`src/rtl/arb_req_fifo_bank.sv`:
```
// rtl/arb_req_fifo_bank.sv - per-source request FIFOs feeding the fixed-priority arbiter
// Each lane is an independent FIFO; handshake flags decode only from registered counts.
module arb_req_fifo_bank #(
    parameter type PLD_TYPE = logic,
    parameter int  WIDTH    = 3,
    parameter int  DEPTH    = 4,
    parameter int  CNT_W    = $clog2(DEPTH + 1)
) (
    input  logic             clk,
    input  logic             rst_n,
    input  logic [WIDTH-1:0] in_vld,
    output logic [WIDTH-1:0] in_rdy,
    input  PLD_TYPE          in_pld  [WIDTH],
    output logic [WIDTH-1:0] v_vld_s,
    input  logic [WIDTH-1:0] v_rdy_s,
    output PLD_TYPE          v_pld_s [WIDTH],
    output logic [CNT_W-1:0] v_cnt   [WIDTH]
);

    localparam int PTR_W = $clog2(DEPTH);

    for (genvar g = 0; g < WIDTH; g++) begin : g_lane
        logic [PTR_W-1:0] r_wr_ptr;
        logic [PTR_W-1:0] r_rd_ptr;
        logic [CNT_W-1:0] r_cnt;
        PLD_TYPE          r_mem [DEPTH];

        logic             w_push;
        logic             w_pop;
        logic [PTR_W-1:0] w_wr_ptr_nxt;
        logic [PTR_W-1:0] w_rd_ptr_nxt;
        logic [CNT_W-1:0] w_cnt_nxt;

        assign in_rdy[g]  = (r_cnt != CNT_W'(DEPTH));
        assign v_vld_s[g] = (r_cnt != '0);
        assign v_pld_s[g] = r_mem[r_rd_ptr];
        assign v_cnt[g]   = r_cnt;

        assign w_push = in_vld[g] & in_rdy[g];
        assign w_pop  = v_vld_s[g] & v_rdy_s[g];

        // Explicit wrap so DEPTH need not be a power of two
        assign w_wr_ptr_nxt = (r_wr_ptr == PTR_W'(DEPTH - 1)) ? '0 : r_wr_ptr + PTR_W'(1);
        assign w_rd_ptr_nxt = (r_rd_ptr == PTR_W'(DEPTH - 1)) ? '0 : r_rd_ptr + PTR_W'(1);

        always_comb begin
            w_cnt_nxt = r_cnt;
            case ({w_push, w_pop})
                2'b10:   w_cnt_nxt = r_cnt + CNT_W'(1);
                2'b01:   w_cnt_nxt = r_cnt - CNT_W'(1);
                default: w_cnt_nxt = r_cnt;
            endcase
        end

        always_ff @(posedge clk or negedge rst_n) begin
            if (!rst_n) begin
                r_wr_ptr <= '0;
                r_rd_ptr <= '0;
                r_cnt    <= '0;
            end else begin
                if (w_push) r_wr_ptr <= w_wr_ptr_nxt;
                if (w_pop)  r_rd_ptr <= w_rd_ptr_nxt;
                r_cnt <= w_cnt_nxt;
            end
        end

        // Storage carries no reset; validity comes solely from r_cnt
        always_ff @(posedge clk) begin
            if (w_push) r_mem[r_wr_ptr] <= in_pld[g];
        end
    end

endmodule

```
`config.mk`:
```
export PLATFORM = sky130hd
export DESIGN_NAME = arb_req_fifo_bank
export DESIGN_NICKNAME = d
export VERILOG_FILES = /design/src/rtl/arb_req_fifo_bank.sv
export SDC_FILE = /design/constraint.sdc
export NUM_CORES = 1
export LEC_CHECK = 0
export BUFFER_PORTS_ARGS = -buffer_cell sky130_fd_sc_hd__buf_4
export CAP_MARGIN = 0
export CORE_AREA = 3 3 80 59
export CTS_CLUSTER_SIZE = 8
export DETAILED_ROUTE_END_ITERATION = 12
export DIE_AREA = 0 0 83 62
export GPL_TIMING_DRIVEN = 0
export PLACE_DENSITY_LB_ADDON = 0.25
export SETUP_SLACK_MARGIN = 0.05
export SYNTH_ARGS = -nofsm -noshare
export SYNTH_HDL_FRONTEND = slang
export SYNTH_SLANG_ARGS = --single-unit
export TNS_END_PERCENT = 5
```
`constraint.sdc`:
```
create_clock -name clk -period 4.1 [get_ports clk]
set_clock_uncertainty 0.15 [all_clocks]
set_input_delay 0.615 -clock clk [delete_from_list [all_inputs] [get_ports clk]]
set_output_delay 0.615 -clock clk [all_outputs]
set_load 0.01 [all_outputs]
```
==> metrics.md, run 1 <==
| Metric | Value |
|---|---|
| Vias in the first global route | about 1100 |
| Synthesized flop and latch total | 33 |
| Placed cell areas | between 2000 and 2500 um2 |
| CP max stage cell | or3b_4 |
| Peak Freq | around 420 MHz |
| Max Slew Vio Count | 0 |
| CTS root buf | clkbuf_8 |
| Maximum vdd drop | 0.3049 mV |
| Final setup violation count | 0 |
| Worst-Skew Late Latency | between 0.2 and 0.3 ns |
| Floorplan row count | 19 |
| Die height | 62 um |
| DRC | 0 |
| Initial antenna violation count | 0 |
| Mapped Nets | 168 |
| Overall power | 1.618 mW |
| Final WL | 2856 um |
| Crit path max fanout | 6 |
| Top cell type by total area after synthesis | dfrtp_1 |
| Post-Syn Instances | about 140 |
| Area contributors post-synth | dfrtp_1 (29%), edfxtp_1 (20%), ha_1 (13%), and3_2 (5.0%), mux2_4 (5.0%) |
| Post-CTS Setup Inserts | 0 |
| DRT iter0 DRCs | 20 |
| Pwr dens | 750.1 nW/um2 |
| Hpwl dp | between 2000 and 2500 um |
| Syn-to-layout area delta | 19.81% |
| Leak pwr | roughly 1.1 nW |
| Final Util | 54.66% |
| Minimum clock period | approximately 2.4 ns |
| Layout cells sized above 1 | between 40 and 50% |
| Simple-gate share of the synthesized area | about an eighth |
| First-pass GRT wire length | 5092 um |
| Routed Antenna Nets | 0 |
| Die Width | roughly 83 um |
| Initial Util | 45.62% |
| Finished Cell Area | 2157 um2 |
| Fin crit share | 58.26% |
| Post-synthesis sequential area ratio | approximately half |
| Post-synth top area share | between 20% and 30% |
| Final setup TNS | 0 ns |
| RSZ-0062 raised after global routing | false |
| Clk buf depth | 2 |
| Adder-Cell Fraction of Synth Area | 15.84% |
| DR pass1 iterations | 3 |
| Final hold viol count | 0 |
| Io pins | 29 |
| Ant. Diodes | 0 |
| Via count | approximately 1100 |
| Largest net degree at the start of global routing | 22 |
| Routed len/inst | around 13 um |
| Largest family of logic cells by synthesized area | adder cells |
| Cell area after synthesis | approximately 1800 um2 |
| Slew headroom | about four fifths |
| Clk sink count | 33 |
| Setup crit start kind | flip-flop |
| GRT Total Usage | about an eighth |
| XOR/XNOR share of the synthesized area | approximately 4.4% |
| Crit path kind | reg2reg |
| Netlist cell types | 18 |
| Inserted Clock Buffers | 5 |
| Mux share of post-synthesis cell area | 13.62% |
| Crit end category | flip-flop |
| Routed vias/inst | around 4.7 |
| Slew @ Worst Pin | about 0.28 ns |
| Hold-fix buffers, CTS | 0 |
| Core ar. | between 3000 and 4000 um2 |
| Worst path required time | 4.15 ns |
| Syn avg cell area | 13.24 um2 |
| Fin cells | 224 |
| Status | finished clean |
| GP Congestion | between 0.7 and 0.8 |
| CTS tree | built |
| Reg clk slew, reported paths | ~0.07 ns |
| Dpl cells | between 200 and 250 |
| Largest stage delay, worst path | 0.44 ns |
| CTS H-Tree Depth | 2 |
| Nets | 203 |
| Crit-path leading delay family | simple AND/OR/NAND/NOR gates |
| Worst Hold Class | in2async |
| Post-CTS sizing | 0 |
| Compound-cell area share of the yosys netlist | less than 1% |
| Leading cell type in the layout, fill and taps excluded | buf_4 |
| Fillers | around 370 |
| Die area | about 5100 um2 |
| Worst path cell trace | or3b_4 -> and2_4 -> inv_1 -> ha_1 -> inv_1 -> fa_1 -> xor2_1 -> nor2_1 -> xor2_1 |
| PortBufs | 28 |
| CP bufs+invs | 2 |
| Leading cell types in the layout, fill and taps excluded | buf_4 (28), inv_1 (21), dfrtp_1 (21), ha_1 (18) |
| Max-cap violations | 0 |
| Yosys warnings | 0 |
| Grt total ovfl | 0 |
| Critical Path AT | between 2 and 2.5 ns |
-- power by group --
| part | switching, mW | internal (mW) | total (mW) |
|---|---|---|---|
| clock | 0.108 | 0.114 | 0.222 |
| sequential | 0.131 | 0.484 | 0.615 |
| combinational | 0.335 | 0.446 | 0.781 |
| total | 0.574 | 1.04 | 1.62 |
-- flip-flops by register name, summed over array words and instances (netlist names) --
signal and flops:
g_lane.r_mem 12, g_lane.r_cnt 9, g_lane.r_rd_ptr 6, g_lane.r_wr_ptr 6
-- path summary, 6_finish.rpt --
path | end | startpoint | slack, ns | cells past startpoint
max in group asynchronous | g_lane[1].r_cnt[0] | rst_n | 3.51 | 1
min in group clk | g_lane[1].r_cnt[2] | g_lane[1].r_cnt[2] | 0.37 | 1
max | g_lane[0].r_cnt[2] | g_lane[0].r_cnt[1] | 1.71 | 9
min reg2reg | g_lane[1].r_cnt[2] | g_lane[1].r_cnt[2] | 0.37 | 1
min | g_lane[0].r_rd_ptr[0] | rst_n | 0.06 | 1
max reg2reg | g_lane[0].r_cnt[2] | g_lane[0].r_cnt[1] | 1.71 | 9
-- logic make-up (layout without fill, tap and decap cells) --
kind of cell / Yosys count / count (layout)
AO/OA/AOI/OAI: 1 / 1
XOR/XNOR: 9 / 9
adder cells (fa/ha/maj): 21 / 21
buffers and inverters: 21 / 57
flip-flops: 33 / 33
multiplexers: 17 / 17
AND/OR/NAND/NOR: 34 / 34
-- final cells by class --
| class | instances | area (um2) | share of cell area [%] |
|---|---|---|---|
| clock inverter | 3 | 12.51 | 0.5800 |
| sequential | 33 | 885.9 | 41.07 |
| multi-input combinational | 82 | 835.8 | 38.75 |
| clock buffer | 5 | 68.82 | 3.190 |
| timing repair buffer | 28 | 210.2 | 9.745 |
| inverter | 21 | 78.83 | 3.654 |
| tap | 52 | 65.06 | 3.016 |
-- per-stage QoR --
| stage | hold slack [ns] | worst slack [ns] |
|---|---|---|
| floorplan | 0.1694 | 1.802 |
| global placement | 0.3507 | 1.788 |
| detailed placement | 0.3589 | 1.699 |
| CTS | 0.07067 | 1.689 |
| global route | 0.07036 | 1.562 |
| finish | 0.06382 | 1.711 |
-- cells in the mapped netlist --
library cell,n
mux4_2,3
xnor2_1,3
or3_2,3
mux2i_1,2
fa_1,3
and2_4,3
mux2_2,6
nor2_1,9
and3_2,12
o21ai_0,1
mux2_4,6
xor2_1,6
or3b_4,3
dfrtp_1,21
edfxtp_1,12
inv_1,21
ha_1,18
nand2_1,4
-- metal layers --
layer  wire, um  global-route usage, %  vias to the layer above
met5          0                      0                        -
met4         19                  2.797                        0
met3        150                  5.797                        4
met2       1418                  22.49                       22
met1       1267                  15.08                      515
li1           -                      -                      521
Note: power is estimated with default switching activity, not from simulation.
==> inputs of run 2 (changes only) <==
Clock period 4.1 ns to 2 ns, I/O delays scaled along.
==> run 2 against run 1 <==
The run now ends with setup timing left. Utilization increased by 5.8 points. Register-to-register slack got worse by 2.0 ns. Hold slack improved by 0.0034 ns. Sequential share of layout area decreased by 4.0 points. Non-clock buffer count increased by 16. Clock-buffer cell count increased by 1. Clock power increased to 2.7 times the previous value. Die area unchanged. Cell area increased by 11%. Wire length increased by 21%. Critical endpoint unchanged.
==> metrics.md, run 2 (same netlist as run 1, synthesis figures left out) <==
| Metric | Value |
|---|---|
| Die area | 5146 um2 (unchanged) |
| Leak pwr | 1.146 nW (+8.5%) |
| Crit path max fanout | 3 (-3) |
| First-pass GRT wire length | 5637 um (+11%) |
| Die Width | 83 um (unchanged) |
| Overall power | 3.891 mW (+140%) |
| Slew @ Worst Pin | 0.2835 ns (+0.005514 ns) |
| Final WL | 3460 um (+21%) |
| DRT iter0 DRCs | 14 (-30%) |
| PortBufs | 28 (unchanged) |
| RSZ-0062 raised after global routing | true |
| Via count | 1154 (+8.7%) |
| Grt total ovfl | 0 (unchanged) |
| Critical Path AT | 2.32 ns (-0.12 ns) |
| Final worst slack | -0.2576 ns (-1.969 ns) |
| FF-to-FF Start | g_lane[0].r_cnt[1] |
| Crit end category | flip-flop |
| Dpl cells | 216 (unchanged) |
| Worst-Skew Late Latency | 0.28 ns (about the same) |
| Die height | 62 um (unchanged) |
| Setup crit start kind | flip-flop |
| Reg clk slew, reported paths | 0.07 ns (about the same) |
| Max-cap violations | 0 (unchanged) |
| Clk buf depth | 2 (unchanged) |
| Leading cell types in the layout, fill and taps excluded | buf_4 (43), dfrtp_1 (21), inv_1 (15), ha_1 (15) |
| Syn-to-layout area delta | 32.59% |
| Largest net degree at the start of global routing | 22 (unchanged) |
| Worst hold stages | 1 |
| Hpwl dp | 2362 um (+1.1%) |
| GP Congestion | 0.8006 (+13%) |
| Crit path kind | reg2reg |
| Multi-input gate area | 913.4 um2 (+9.3%) |
| Final hold viol count | 0 (unchanged) |
| DRC | 0 (unchanged) |
| Top reg by flops | g_lane.r_mem |
| CTS tree | built |
| Routed vias/inst | 4.808 (+1.4%) |
| Worst Hold Class | in2reg |
| Final setup violation count | 6 (+6) |
| Initial Util | 45.62% (unchanged) |
| Io pins | 29 (unchanged) |
| Top Registers | g_lane.r_mem (12), g_lane.r_cnt (9) |
| Initial antenna violation count | 0 (unchanged) |
| Minimum clock period | 2.258 ns (-0.1311 ns) |
| Max reg flops | 12 (unchanged) |
| Inserted Clock Buffers | 5 (unchanged) |
| Ant. Diodes | 0 (unchanged) |
| Reg2Reg Setup Slack | -0.26 ns (-1.97 ns) |
| CTS H-Tree Depth | 2 (unchanged) |
| Fin cells | 240 (+7.1%) |
| GRT Total Usage | 14.46% (+1.6 points) |
| Routed Antenna Nets | 0 (unchanged) |
| Fillers | 334 (-9.0%) |
| Worst r2r path cells | 9 (unchanged) |
| Pwr dens | 1630 nW/um2 (+120%) |
| Failing checks | setup timing |
| Clk sink count | 33 (unchanged) |
| Status | finished, violations left |
| CTS root buf | clkbuf_8 |
| Hold Startpoint | in_pld[1] |
| Maximum vdd drop | 0.8951 mV (+190%) |
| Max Slew Vio Count | 0 (unchanged) |
| Peak Freq | 443.0 MHz (+5.8%) |
| Storage element area | 885.9 um2 (unchanged) |
| Core ar. | 3946 um2 (unchanged) |
| Hold_ws | 0.06720 ns (+0.003378 ns) |
| Worst path required time | 2.06 ns (-2.09 ns) |
| Floorplan row count | 19 (unchanged) |
| Hold Path End | g_lane[1].r_mem[0] |
| Layout cells sized above 1 | 53.72% (+13 points) |
| Reg2reg end | g_lane[0].r_cnt[2] |
| Routed len/inst | 14.42 um (+13%) |
| Nets | 219 (+7.9%) |
| DR pass1 iterations | 3 (unchanged) |
| Vias in the first global route | 1226 (+8.4%) |
| Slew headroom | 81.10% (-0.37 points) |
| Leading cell type in the layout, fill and taps excluded | buf_4 |
| Final Util | 60.49% (+5.8 points) |
| Fin crit share | 112.9% (+55 points) |
run 2: how the worst max path moves through the flow:
| stage | slack [ns] | to | startpoint | cells after the start |
|---|---|---|---|---|
| 2_1_floorplan | -0.22 | g_lane[2].r_cnt[2] | g_lane[2].r_cnt[0] | 9 |
| 3_3_place_gp | -0.23 | g_lane[2].r_cnt[2] | g_lane[2].r_cnt[0] | 9 |
| 3_5_place_dp | -0.29 | g_lane[1].r_cnt[2] | g_lane[1].r_cnt[0] | 9 |
| 4_1_cts | -0.23 | g_lane[1].r_cnt[2] | g_lane[1].r_cnt[0] | 9 |
| 5_1_grt | -0.33 | g_lane[0].r_cnt[2] | g_lane[0].r_cnt[1] | 9 |
| 6_report | -0.26 | g_lane[0].r_cnt[2] | g_lane[0].r_cnt[1] | 9 |
run 2: power by group:
| group | internal [mW] | leakage, nW | switching, mW | total, mW |
|---|---|---|---|---|
| Combinational | 1.18 | 0.736 | 0.849 | 2.03 |
| Sequential | 0.991 | 0.357 | 0.258 | 1.25 |
| Clock | 0.368 | 0.0528 | 0.241 | 0.608 |
| Total | 2.54 | 1.15 | 1.35 | 3.89 |
run 2: worst max-delay path: stages, from the launching register on:
cell     delay [ns]
dfrtp_1        0.42
or3b_4         0.42
and2_4         0.17
inv_4          0.05
ha_4           0.14
inv_4          0.04
fa_2           0.35
xor2_1         0.14
nor2_1         0.15
xor2_1         0.15
run 2: what timing repair did:
| action | in CTS | in global routing |
|---|---|---|
| hold endpoints to repair | 21 | 0 |
| pin swaps | 11 | 8 |
| setup buffers | 11 | 4 |
| endpoints found under the setup margin | 6 | 6 |
| resized for setup | 6 | 6 |
| hold buffers | 1 | 0 |
run 2: final cells by class:
type	instances	area share (%)
Clock buffer	6	3.040
Inverter	21	3.512
Multi-Input combinational cell	82	38.26
Tap cell	52	2.725
Timing Repair Buffer	44	13.94
Clock inverter	2	1.415
Sequential cell	33	37.11
run 2: stage by stage:
| step | setup WS [ns] | setup TNS (ns) | instance area [um2] |
|---|---|---|---|
| after floorplan | -0.2185 | -1.040 | 1846 |
| after global routing | -0.3325 | -1.263 | 2387 |
| final | -0.2576 | -0.8840 | 2387 |
| after CTS | -0.2343 | -0.8793 | 2335 |
| after detailed placement | -0.2903 | -1.356 | 2121 |
| after global placement | -0.2330 | -1.025 | 2121 |
run 2: routing by layer:
layer  vias up  global-route usage, %  wire length (um)
met4         0                  7.925                98
met5         -                      0                 0
li1        553                      -                 -
met2        30                  26.71              1716
met1       560                  15.32              1477
met3        11                  4.743               167
==> inputs of run 3 (changes only) <==
Settings changed: CORE_AREA 3 3 80 59 to 2 2 79 58, DIE_AREA 0 0 83 62 to 0 0 81 60.
Clock period 2 ns to 1.85 ns, I/O delays scaled along.
==> run 3 against run 2 <==
Cell area up 1.2%. Largest power group unchanged. Critical path type unchanged. Power increased by 4.5%. Clock power is 17% lower. Cell count is 3.3% higher. Flip-flop and latch count unchanged. Wire length down 8.6%. Hold slack lost 0.019 ns. Critical path depth stayed put. The run still ends with setup timing left.
==> metrics.md, run 3 (same netlist as run 1, synthesis figures left out) <==
| Metric | Value |
|---|---|
| Reg2reg end | g_lane[1].r_cnt[2] |
| Worst hold stages | 1 (unchanged) |
| CTS root buf | clkbuf_8 |
| Crit path kind | reg2reg |
| Initial Util | 43.34% (-2.3 points) |
| GP Congestion | 0.7116 (-11%) |
| CTS tree | built |
| Inserted Clock Buffers | 5 (unchanged) |
| Worst r2r path cells | 9 (unchanged) |
| PortBufs | 28 (unchanged) |
| Largest net degree at the start of global routing | 22 (unchanged) |
| Hpwl dp | 2204 um (-6.7%) |
| Worst-Skew Late Latency | 0.28 ns (about the same) |
| Pwr dens | 1683 nW/um2 (+3.3%) |
| Final setup TNS | -1.428 ns (-0.5439 ns) |
| Core ar. | 4154 um2 (+5.3%) |
| Hold Path End | g_lane[1].r_mem[0] |
| First-pass GRT wire length | 5230 um (-7.2%) |
| Nets | 224 (+2.3%) |
| Hold Startpoint | in_pld[1] |
| Vias in the first global route | 1216 (-0.82%) |
| Slew headroom | 80.61% (-0.48 points) |
| Top Registers | g_lane.r_mem (12), g_lane.r_cnt (9) |
| Max Slew Vio Count | 0 (unchanged) |
| Routed Antenna Nets | 0 (unchanged) |
| FF-to-FF Start | g_lane[1].r_cnt[1] |
| Fin crit share | 116.0% (+3.1 points) |
| Floorplan row count | 20 (+1) |
| GRT Total Usage | 14.78% (+0.32 points) |
| DRT iter0 DRCs | 36 (+22) |
| CTS H-Tree Depth | 2 (unchanged) |
| Peak Freq | 466.2 MHz (+5.2%) |
| Final worst slack | -0.2952 ns (-0.03765 ns) |
| Top reg by flops | g_lane.r_mem |
| Routed vias/inst | 4.681 (-2.6%) |
| Worst path required time | 1.90 ns (-0.16 ns) |
| Grt total ovfl | 0 (unchanged) |
| DRC | 0 (unchanged) |
| Placed cell areas | 2125 um2 (+0.18%) |
| Die Width | 81 um (-2.4%) |
| Io pins | 29 (unchanged) |
| Die height | 60 um (-3.2%) |
| Slew @ Worst Pin | 0.2908 ns (+0.007268 ns) |
| Crit end category | flip-flop |
| Ant. Diodes | 0 (unchanged) |
| Setup crit start kind | flip-flop |
| Clk sink count | 33 (unchanged) |
| Max reg flops | 12 (unchanged) |
| Leading cell types in the layout, fill and taps excluded | buf_4 (45), dfrtp_1 (21), inv_1 (15), ha_1 (15) |
| Clk buf depth | 2 (unchanged) |
| Leading cell type in the layout, fill and taps excluded | buf_4 |
| Hold_ws | 0.04783 ns (-0.01937 ns) |
| Crit path max fanout | 4 (+1) |
| Finished Cell Area | 2416 um2 (+1.2%) |
| Layout cells sized above 1 | 55.44% (+1.7 points) |
| Maximum vdd drop | 0.8619 mV (-3.7%) |
| Final hold viol count | 0 (unchanged) |
| Final WL | 3163 um (-8.6%) |
| Minimum clock period | 2.145 ns (-0.1123 ns) |
| Final setup violation count | 6 (unchanged) |
| Failing checks | setup timing |
| Initial antenna violation count | 0 (unchanged) |
| Via count | 1161 (+0.61%) |
| Leak pwr | 1.167 nW (+1.9%) |
| Critical Path AT | 2.20 ns (-0.12 ns) |
| Reg2Reg Setup Slack | -0.30 ns (-0.04 ns) |
| Reg clk slew, reported paths | 0.06 ns (about the same) |
| Max-cap violations | 0 (unchanged) |
| Die area | 4860 um2 (-5.6%) |
| Worst Hold Class | in2reg |
| Routed len/inst | 12.75 um (-12%) |
| RSZ-0062 raised after global routing | true |
| Syn-to-layout area delta | 34.19% |
| Status | finished, violations left |
| DR pass1 iterations | 3 (unchanged) |
-- run 3: cell count changes in the layout (fill, tap and decap cells not counted) --
cell	delta
buf_4	+2
buf_6	+3
bufinv_16	-1
clkinv_1	-1
clkinv_2	+2
-- run 3: cell type report --
| cell class | instances | area, um2 |
|---|---|---|
| multi-input cells | 82 | 913.4 |
| clock buffers | 6 | 72.57 |
| fillers | 359 | 1738 |
| well taps | 55 | 68.82 |
| flip-flops and latches | 33 | 885.9 |
| repair buffers | 49 | 381.6 |
| inverters | 21 | 83.83 |
| clock inverters | 2 | 10.01 |
-- run 3: where the power goes --
part / switching (mW) / internal [mW] / total [mW]
sequential: 0.247 / 1.07 / 1.32
clock: 0.247 / 0.260 / 0.507
combinational: 0.907 / 1.33 / 2.24
total: 1.40 / 2.67 / 4.07
-- run 3: through the flow --
step / total power, mW / utilization, % / setup WS [ns] / instances
floorplan: 2.588 / - / -0.3685 / 136
global placement: 3.076 / 51.14 / -0.3800 / 219
detailed placement: 3.197 / 51.14 / -0.4075 / 219
CTS: 3.983 / 56.75 / -0.3071 / 243
global route: 4.429 / 58.16 / -0.3837 / 248
finish: 4.067 / 58.16 / -0.2952 / 248
-- run 3: timing repair --
action,CTS,global route
pin swaps,21,4
setup endpoints to repair,9,13
resized for setup,9,6
hold endpoints to repair,21,0
gates cloned,0,0
buffers inserted,15,5
hold buffers,1,0
-- run 3: critical path: stages (launching register included) --
cell,delay (ns)
dfrtp_1,0.41
or3b_4,0.39
and2_4,0.18
inv_4,0.05
ha_4,0.13
inv_2,0.04
fa_2,0.32
xor2_1,0.14
nor2_1,0.11
xor2_1,0.15
-- run 3: how the worst max path moves through the flow --
stage                    endpoint  cells after the start  slack [ns]                from
6_report       g_lane[1].r_cnt[2]                      9       -0.30  g_lane[1].r_cnt[1]
5_1_grt        g_lane[0].r_cnt[2]                      9       -0.38  g_lane[0].r_cnt[2]
4_1_cts        g_lane[2].r_cnt[2]                      9       -0.31  g_lane[2].r_cnt[1]
3_5_place_dp   g_lane[2].r_cnt[2]                      9       -0.41  g_lane[2].r_cnt[0]
3_3_place_gp   g_lane[2].r_cnt[2]                      9       -0.38  g_lane[2].r_cnt[0]
2_1_floorplan  g_lane[2].r_cnt[2]                      9       -0.37  g_lane[2].r_cnt[0]
-- run 3: per-layer routing --
layer / track usage [%] / wire length [um]
met4: 7.022 / 30
met2: 25.15 / 1708
met1: 16.86 / 1328
met5: 0 / 0
met3: 5.136 / 94
